File: config.mk
export PLATFORM = sky130hd
export DESIGN_NAME = sccb_clk_gen
export DESIGN_NICKNAME = d
export VERILOG_FILES = /design/src/rtl/sccb_clk_gen.sv
export SDC_FILE = /design/constraint.sdc
export NUM_CORES = 1
export LEC_CHECK = 0
export CAP_MARGIN = 20
export CORE_ASPECT_RATIO = 1.4
export CORE_MARGIN = 2
export CORE_UTILIZATION = 39
export DETAILED_ROUTE_END_ITERATION = 10
export PLACE_DENSITY_LB_ADDON = 0.15
export SYNTH_ARGS = -nofsm -noshare
export SYNTH_HDL_FRONTEND = slang
export SYNTH_SLANG_ARGS = --single-unit
File: constraint.sdc
create_clock -name clk -period 10.3 [get_ports clk]
set_clock_uncertainty 0.2 [all_clocks]
set_input_delay 2.06 -clock clk [delete_from_list [all_inputs] [get_ports clk]]
set_output_delay 2.06 -clock clk [all_outputs]
set_load 0.02 [all_outputs]
File: src/rtl/sccb_clk_gen.sv
// SCCB/I2C bus-clock generator: programmable half-period, idle-high SCL,
// low-phase stretching and single-cycle phase strobes for the master FSM.
module sccb_clk_gen #(
  parameter int CLK_FREQ      = 10_000_000,
  parameter int SCCB_CLK_FREQ = 100_000,
  parameter int CNT_W         = 16
) (
  input  logic             clk,
  input  logic             resetn,
  input  logic             enable,
  input  logic             load,
  input  logic [CNT_W-1:0] half_in,
  input  logic             hold,
  output logic             sccb_clk,
  output logic             tick_fall,
  output logic             mid_low,
  output logic             tick_rise,
  output logic             mid_high,
  output logic             busy,
  output logic             cfg_err
);

  localparam logic [CNT_W-1:0] DEF_HALF = CNT_W'(CLK_FREQ / SCCB_CLK_FREQ / 2);

  typedef enum logic [1:0] {IDLE, LOW, HIGH} state_t;

  state_t           state, state_d;
  logic [CNT_W-1:0] count, count_d, count_inc;
  logic [CNT_W-1:0] half_reg, half_d, pend_half, pend_half_d, mid_pt;
  logic             pend_vld, pend_vld_d;
  logic             sccb_clk_d, busy_d, cfg_err_d;
  logic             tick_fall_d, mid_low_d, tick_rise_d, mid_high_d;
  logic             last, enter_low;

  always_comb begin
    state_d     = state;
    count_d     = count;
    half_d      = half_reg;
    pend_half_d = pend_half;
    pend_vld_d  = pend_vld;
    sccb_clk_d  = sccb_clk;
    busy_d      = busy;
    tick_fall_d = 1'b0;
    mid_low_d   = 1'b0;
    tick_rise_d = 1'b0;
    mid_high_d  = 1'b0;
    cfg_err_d   = 1'b0;
    enter_low   = 1'b0;
    count_inc   = count + 1'b1;
    mid_pt      = half_reg >> 1;
    last        = (count == half_reg - 1'b1);

    unique case (state)
      IDLE: begin
        if (enable) enter_low = 1'b1;
      end
      LOW: begin
        // At the last count a held bus freezes the counter silently
        if (!last) begin
          count_d   = count_inc;
          mid_low_d = (count_inc == mid_pt);
        end else if (!hold) begin
          state_d     = HIGH;
          count_d     = '0;
          sccb_clk_d  = 1'b1;
          tick_rise_d = 1'b1;
        end
      end
      HIGH: begin
        if (!last) begin
          count_d    = count_inc;
          mid_high_d = (count_inc == mid_pt);
        end else if (enable) begin
          enter_low = 1'b1;
        end else begin
          state_d = IDLE;
          count_d = '0;
          busy_d  = 1'b0;
        end
      end
      default: state_d = IDLE;
    endcase

    // New rate only takes effect at a LOW boundary, using pending state
    // captured before this cycle's load
    if (enter_low) begin
      state_d     = LOW;
      count_d     = '0;
      sccb_clk_d  = 1'b0;
      tick_fall_d = 1'b1;
      busy_d      = 1'b1;
      if (pend_vld) begin
        half_d     = pend_half;
        pend_vld_d = 1'b0;
      end
    end

    if (load) begin
      if (half_in < CNT_W'(2)) begin
        cfg_err_d = 1'b1;
      end else begin
        pend_half_d = half_in;
        pend_vld_d  = 1'b1;
      end
    end
  end

  always_ff @(posedge clk or negedge resetn) begin
    if (!resetn) begin
      state     <= IDLE;
      count     <= '0;
      half_reg  <= DEF_HALF;
      pend_half <= '0;
      pend_vld  <= 1'b0;
      sccb_clk  <= 1'b1;
      busy      <= 1'b0;
      tick_fall <= 1'b0;
      mid_low   <= 1'b0;
      tick_rise <= 1'b0;
      mid_high  <= 1'b0;
      cfg_err   <= 1'b0;
    end else begin
      state     <= state_d;
      count     <= count_d;
      half_reg  <= half_d;
      pend_half <= pend_half_d;
      pend_vld  <= pend_vld_d;
      sccb_clk  <= sccb_clk_d;
      busy      <= busy_d;
      tick_fall <= tick_fall_d;
      mid_low   <= mid_low_d;
      tick_rise <= tick_rise_d;
      mid_high  <= mid_high_d;
      cfg_err   <= cfg_err_d;
    end
  end

endmodule

==> results of run 1 <==
## cells by family after synthesis
family                   Yosys count
flip-flops                        58
AND/OR/NAND/NOR                  127
multiplexers                      39
AO/OA/AOI/OAI                     63
XOR/XNOR                          38
buffers and inverters             42
adder cells (fa/ha/maj)            2
## worst min-delay path by stage
| stage | to | slack [ps] | cells past startpoint |
|---|---|---|---|
| floorplan | pend_vld | 250 | 1 |
| global route | pend_vld | 290 | 1 |
| detailed placement | pend_vld | 270 | 1 |
| CTS | pend_vld | 280 | 1 |
| global placement | pend_vld | 270 | 1 |
| finish | pend_vld | 290 | 1 |
## power by group through the flow
stage	logic (mW)	registers (mW)	clock network [mW]
2_1_floorplan	0.244	0.290	0
3_3_place_gp	0.237	0.338	0
3_5_place_dp	0.243	0.340	0
4_1_cts	0.245	0.336	0.342
5_1_grt	0.274	0.346	0.355
6_report	0.243	0.336	0.336
## routing by layer
metal	GRT usage, %	part of all wire, %	routed length, µm
met5	0	0	0
met3	3.88	2.5	185
met2	24.9	50	3760
met4	5.95	1.6	119
met1	21.8	46	3450
## cell usage in the layout (no fill, tap or decap), drive strengths merged, types with 4 or more instances in the layout
cell type       n
o21ai           9
mux2i           7
xnor2          25
and3            9
nand3           8
o2bb2ai         4
o211ai          5
dfstp           4
inv            11
a21o            7
mux2           32
xor2           13
or2             4
a21oi           7
nand2          23
nor3           16
nor3b           5
nand2b          5
a211o           9
clkbuf         12
clkdlybuf4s50  26
dfrtp          54
nor4           13
nor2           25
## through the flow
stage	setup WS (ps)	hold slack [ps]	power (mW)	cell area [µm²]	util, %
2_1_floorplan	6670	250	0.533	3670	-
3_3_place_gp	6100	267	0.575	3910	43.0
3_5_place_dp	6090	270	0.583	3910	43.0
4_1_cts	6190	282	0.923	4250	46.8
5_1_grt	5890	294	0.975	4250	46.8
6_report	6230	285	0.915	4250	46.8
## final cells by class
| type | instances | share of cell area (%) |
|---|---|---|
| Timing Repair Buffer | 28 | 6.42 |
| Inverter | 11 | 0.972 |
| Multi-Input combinational cell | 269 | 47.2 |
| Tap cell | 107 | 3.15 |
| Clock buffer | 12 | 6.27 |
| Clock inverter | 4 | 1.71 |
| Sequential cell | 58 | 34.3 |
==> results.yml, run 1 <==
flow_run:
  maxCapViolations: 0
power:
  cellLeakagePower_nw: 1.81
  swShare_pct: 31.4
  p_switching_mw: 0.288
  p_seq_share_pct: 36.7
  comb_power_share_pct: 26.6
  cellPowerDensity_mw_per_mm2: 215
  clockPowerShare_pct: 36.7
  internal_power_mw: 0.627
  vdd_ir_drop_max_mv: 0.105
cts:
  cts_made_buffers: 9
  clk_pin_slew_ps: 50
  cts_max_path_buffers: 2
  insertion_delay_ps: 330
  cts_tree: "done"
  clock-root-buffer: "clkbuf_16"
  cts_setup_buffers: 0
  cts_resized: 0
  cts_hold_buffers: 0
  htreeDepth: 3
  clkSinkCount: 58
logic_synthesis:
  synth_top_family_by_area: "simple AND/OR/NAND/NOR gates"
  synth_top_area_share_pct: 36.8
  postSynthCellCount: 369
  synth-simple-area-share_pct: 19.1
  synthTopCellsByCount: "54 x dfrtp_1, 25 x xnor2_1, 23 x nand2_1, 23 x nor2_1, 22 x mux2_2"
  async_flop_share_pct: 100
  synth_area_leaders: "dfrtp_1 37%, mux2_2 6.7%, xnor2_1 6.0%"
  yosysWarningCount: 0
  synth_area_mm2: 0.00367
  seq_area_frac_synth_pct: 39.7
  synthMuxAreaShare_pct: 12.6
  synth_compound_area_share_pct: 13.1
  yosysMostFrequentCell: "dfrtp_1"
  synth-seq-cells: 58
  yosys_most_used_dff: "dfrtp_1"
  synth_nets: 392
  synth-xor-area-share_pct: 9.06
  synth.distinct_cells: 65
  synth_edf_count: 0
  synth_top_area_cell: "dfrtp_1"
  synth_area_per_cell_um2: 9.95
  synthAdderAreaFrac_pct: 0.681
placed_design:
  numPlacedInstances: 473
  port_buffers: 27
  dp_hpwl_um: 5400
  gp_congestion: 0.789
worst_setup_path:
  cp_cell_sequence: "nor4_2, and3_1, o21ai_1, a221o_1, or4_4, o21bai_2, nor3b_1, a211o_1"
  reg2reg_depth: 8
  end_kind: "flip-flop"
  critPathLaunchType: "flip-flop"
  arrival_ps: 4090
  cp.required_ps: 10310
  cp.depth: 8
  cpPeakStageDelay_ps: 800
  crit-reg2reg-launch: "half_reg[3]"
  crit_path_start: "half_reg[3]"
  cp_max_fo: 23
  timing.rr.end: "count[13]"
  cp_slowest_cell: "nor4_2"
  crit_type: "reg2reg"
  path_buf_inv: 0
  rrSetupSlack_ps: 6230
  crit_path_end: "count[13]"
  cp_top_family: "simple AND/OR/NAND/NOR gates"
route:
  viasPerCell: 5.52
  drt_iter0_markers: 139
  dr.pass1.iters: 4
  routed-via-count: 2697
  wirelength_um: 7520
  ant_nets: 0
  drc_errors: 0
  wl_per_cell_um: 15.4
timing:
  worst_pin_slew_ps: 968
  drv_slew: 0
  min_period_ps: 4070
  hold_viol_final: 0
  setup_viol: 0
  slew_headroom_pct: 35.4
  tns_ps: 0
  fin_crit_sh_pct: 39.5
  rsz0062_at_grt: "false"
  clock.fmax_mhz: 246
floorplan:
  start_util_pct: 40.4
  die_x_um: 86.0
  dieArea_mm2: 0.0102
  fp-row-count: 41
  core_mm2: 0.00908
  die_h_um: 119
  design.portCount: 28
hold_path:
  hp-class: "reg2reg"
  hold_start: "pend_vld"
final_layout:
  n_antenna_cell: 0
  fin_cells: 489
  area_delta_synth_final_pct: 15.7
  fin_nets: 400
  drive_above_1_share_pct: 17.3
  n_fill_cell: 850
  regArea_mm2: 0.00146
  multi_input_area_mm2: 0.00200
global_routing:
  grt_pass1_vias: 2616
  grt.total_usage_pct: 16.1
  grt_max_degree: 59
  grt_pass1_wl_um: 13000
  antenna_found_initial: 0
  overflow: 0
outcome:
  status: "finished clean"
(Power assumes the default switching activity.)
==> inputs of run 2 (changes only) <==
clock period = 4 ns   (was 10.3 ns; I/O delays follow)
==> run 2 against run 1 <==
- sequential power rose to 2.5 times the previous value
- maximum frequency up 11%
- first-iteration DRC count down 22%
- clock power rose to 2.5 times the previous value
- sequential cell count unchanged
- count of clock-buffer cells in the layout up 1
- design area up 1.1%
- sequential share of layout area down 0.39 points
- largest power group is now clock
==> results.yml, run 2 (synthesis gave the netlist of run 1 again) <==
final_layout:
  fin_nets: 406
  final_cell_mix: "54 x dfrtp_1, 26 x clkdlybuf4s50_1, 25 x xnor2_1"
  area_delta_synth_final_pct: 17.0
  layout_commonest_cell: "dfrtp_1"
  drive_above_1_share_pct: 18.1
  n_fill_cell: 855
  n_antenna_cell: 0
worst_setup_path:
  cp_max_fo: 16
  critPathLaunchType: "flip-flop"
  cp.required_ps: 4000
  crit_type: "reg2reg"
  end_kind: "flip-flop"
  cp_slowest_cell: "nor4_2"
  arrival_ps: 3660
  cpPeakStageDelay_ps: 740
  crit-reg2reg-launch: "half_reg[3]"
  reg2reg_depth: 8
  cp_cell_sequence: "nor4_2, and3_1, o21ai_1, a221o_1, or4_4, o21a_4, nor2_8, mux2_2"
  crit_path_start: "half_reg[3]"
cts:
  cts_tree: "done"
  clock-root-buffer: "clkbuf_16"
  cts_resized: 0
  cts_setup_buffers: 0
  cts_made_buffers: 9
  cts_max_path_buffers: 2
  clkSinkCount: 58
  cts_hold_buffers: 0
  htreeDepth: 3
  insertion_delay_ps: 330
  clk_pin_slew_ps: 50
route:
  drc_errors: 0
  viasPerCell: 5.52
  wl_per_cell_um: 15.6
  routed-via-count: 2727
  drt_iter0_markers: 108
  ant_nets: 0
  wirelength_um: 7730
  dr.pass1.iters: 4
global_routing:
  grt_pass1_vias: 2666
  overflow: 0
  grt_max_degree: 46
  antenna_found_initial: 0
  grt_pass1_wl_um: 13300
  grt.total_usage_pct: 16.4
timing:
  setup_viol: 0
  worst_pin_slew_ps: 812
  rsz0062_at_grt: "false"
  clock.fmax_mhz: 273
  drv_slew: 0
  tns_ps: 0
  fin_crit_sh_pct: 91.5
  slew_headroom_pct: 45.4
  min_period_ps: 3660
  hold_viol_final: 0
power:
  power.total_mw: 2.36
  cellLeakagePower_nw: 1.84
  vdd_ir_drop_max_mv: 0.300
  cellPowerDensity_mw_per_mm2: 550
placed_design:
  port_buffers: 27
  gp_congestion: 0.775
  dp_hpwl_um: 5550
floorplan:
  dieArea_mm2: 0.0102
  design.portCount: 28
  die_h_um: 119
  die_x_um: 86.0
  core_mm2: 0.00908
  start_util_pct: 40.4
  fp-row-count: 41
outcome:
  status: "finished clean"
flow_run:
  maxCapViolations: 0
hold_path:
  hp-class: "in2async"
run 2: worst paths after layout:
path | slack [ps] | to
hold reg to reg | 270 | pend_vld
max in group asynchronous | 2980 | sccb_clk
hold / removal | 100 | count[4]
setup reg to reg | 340 | half_reg[3]
min in group clk | 270 | pend_vld
setup / recovery | 340 | half_reg[3]
run 2: layout make-up:
cell class | instances | area [µm²] | area share (%)
Sequential cell | 58 | 1460 | 33.9
Clock buffer | 13 | 270 | 6.29
Timing Repair Buffer | 34 | 330 | 7.69
Inverter | 11 | 41.3 | 0.961
Clock inverter | 2 | 60.1 | 1.40
Tap cell | 107 | 134 | 3.12
Multi-Input combinational cell | 269 | 2000 | 46.7
run 2: per-layer routing:
layer	track usage, %	part of all wire (%)	up-vias	wire length [µm]
met5	0	0	-	0
met4	5.95	1.5	0	114
met3	3.19	2.9	10	227
met2	27.2	50	45	3840
met1	20.9	46	1319	3550
li1	-	-	1353	-
run 2: power breakdown:
part | switching, mW | internal, mW
combinational | 0.312 | 0.348
clock | 0.262 | 0.592
sequential | 0.166 | 0.684
total | 0.739 | 1.62
run 2: worst max-delay path: cells and delay by family, from the launching register on:
kind            cells  cell delay, ps
mux                 1             380
flops               1             390
compound gates      3             700
simple gates        4            1870
run 2: per-stage QoR:
step	hold WS (ps)	setup slack [ps]	instance area (µm²)	std cells	util, %
after global placement	263	421	3950	478	43.5
after floorplan	250	518	3670	369	-
after detailed placement	267	356	3950	478	43.5
final	101	341	4300	494	47.3
after global routing	93.8	170	4300	494	47.3
after CTS	280	348	4280	493	47.1
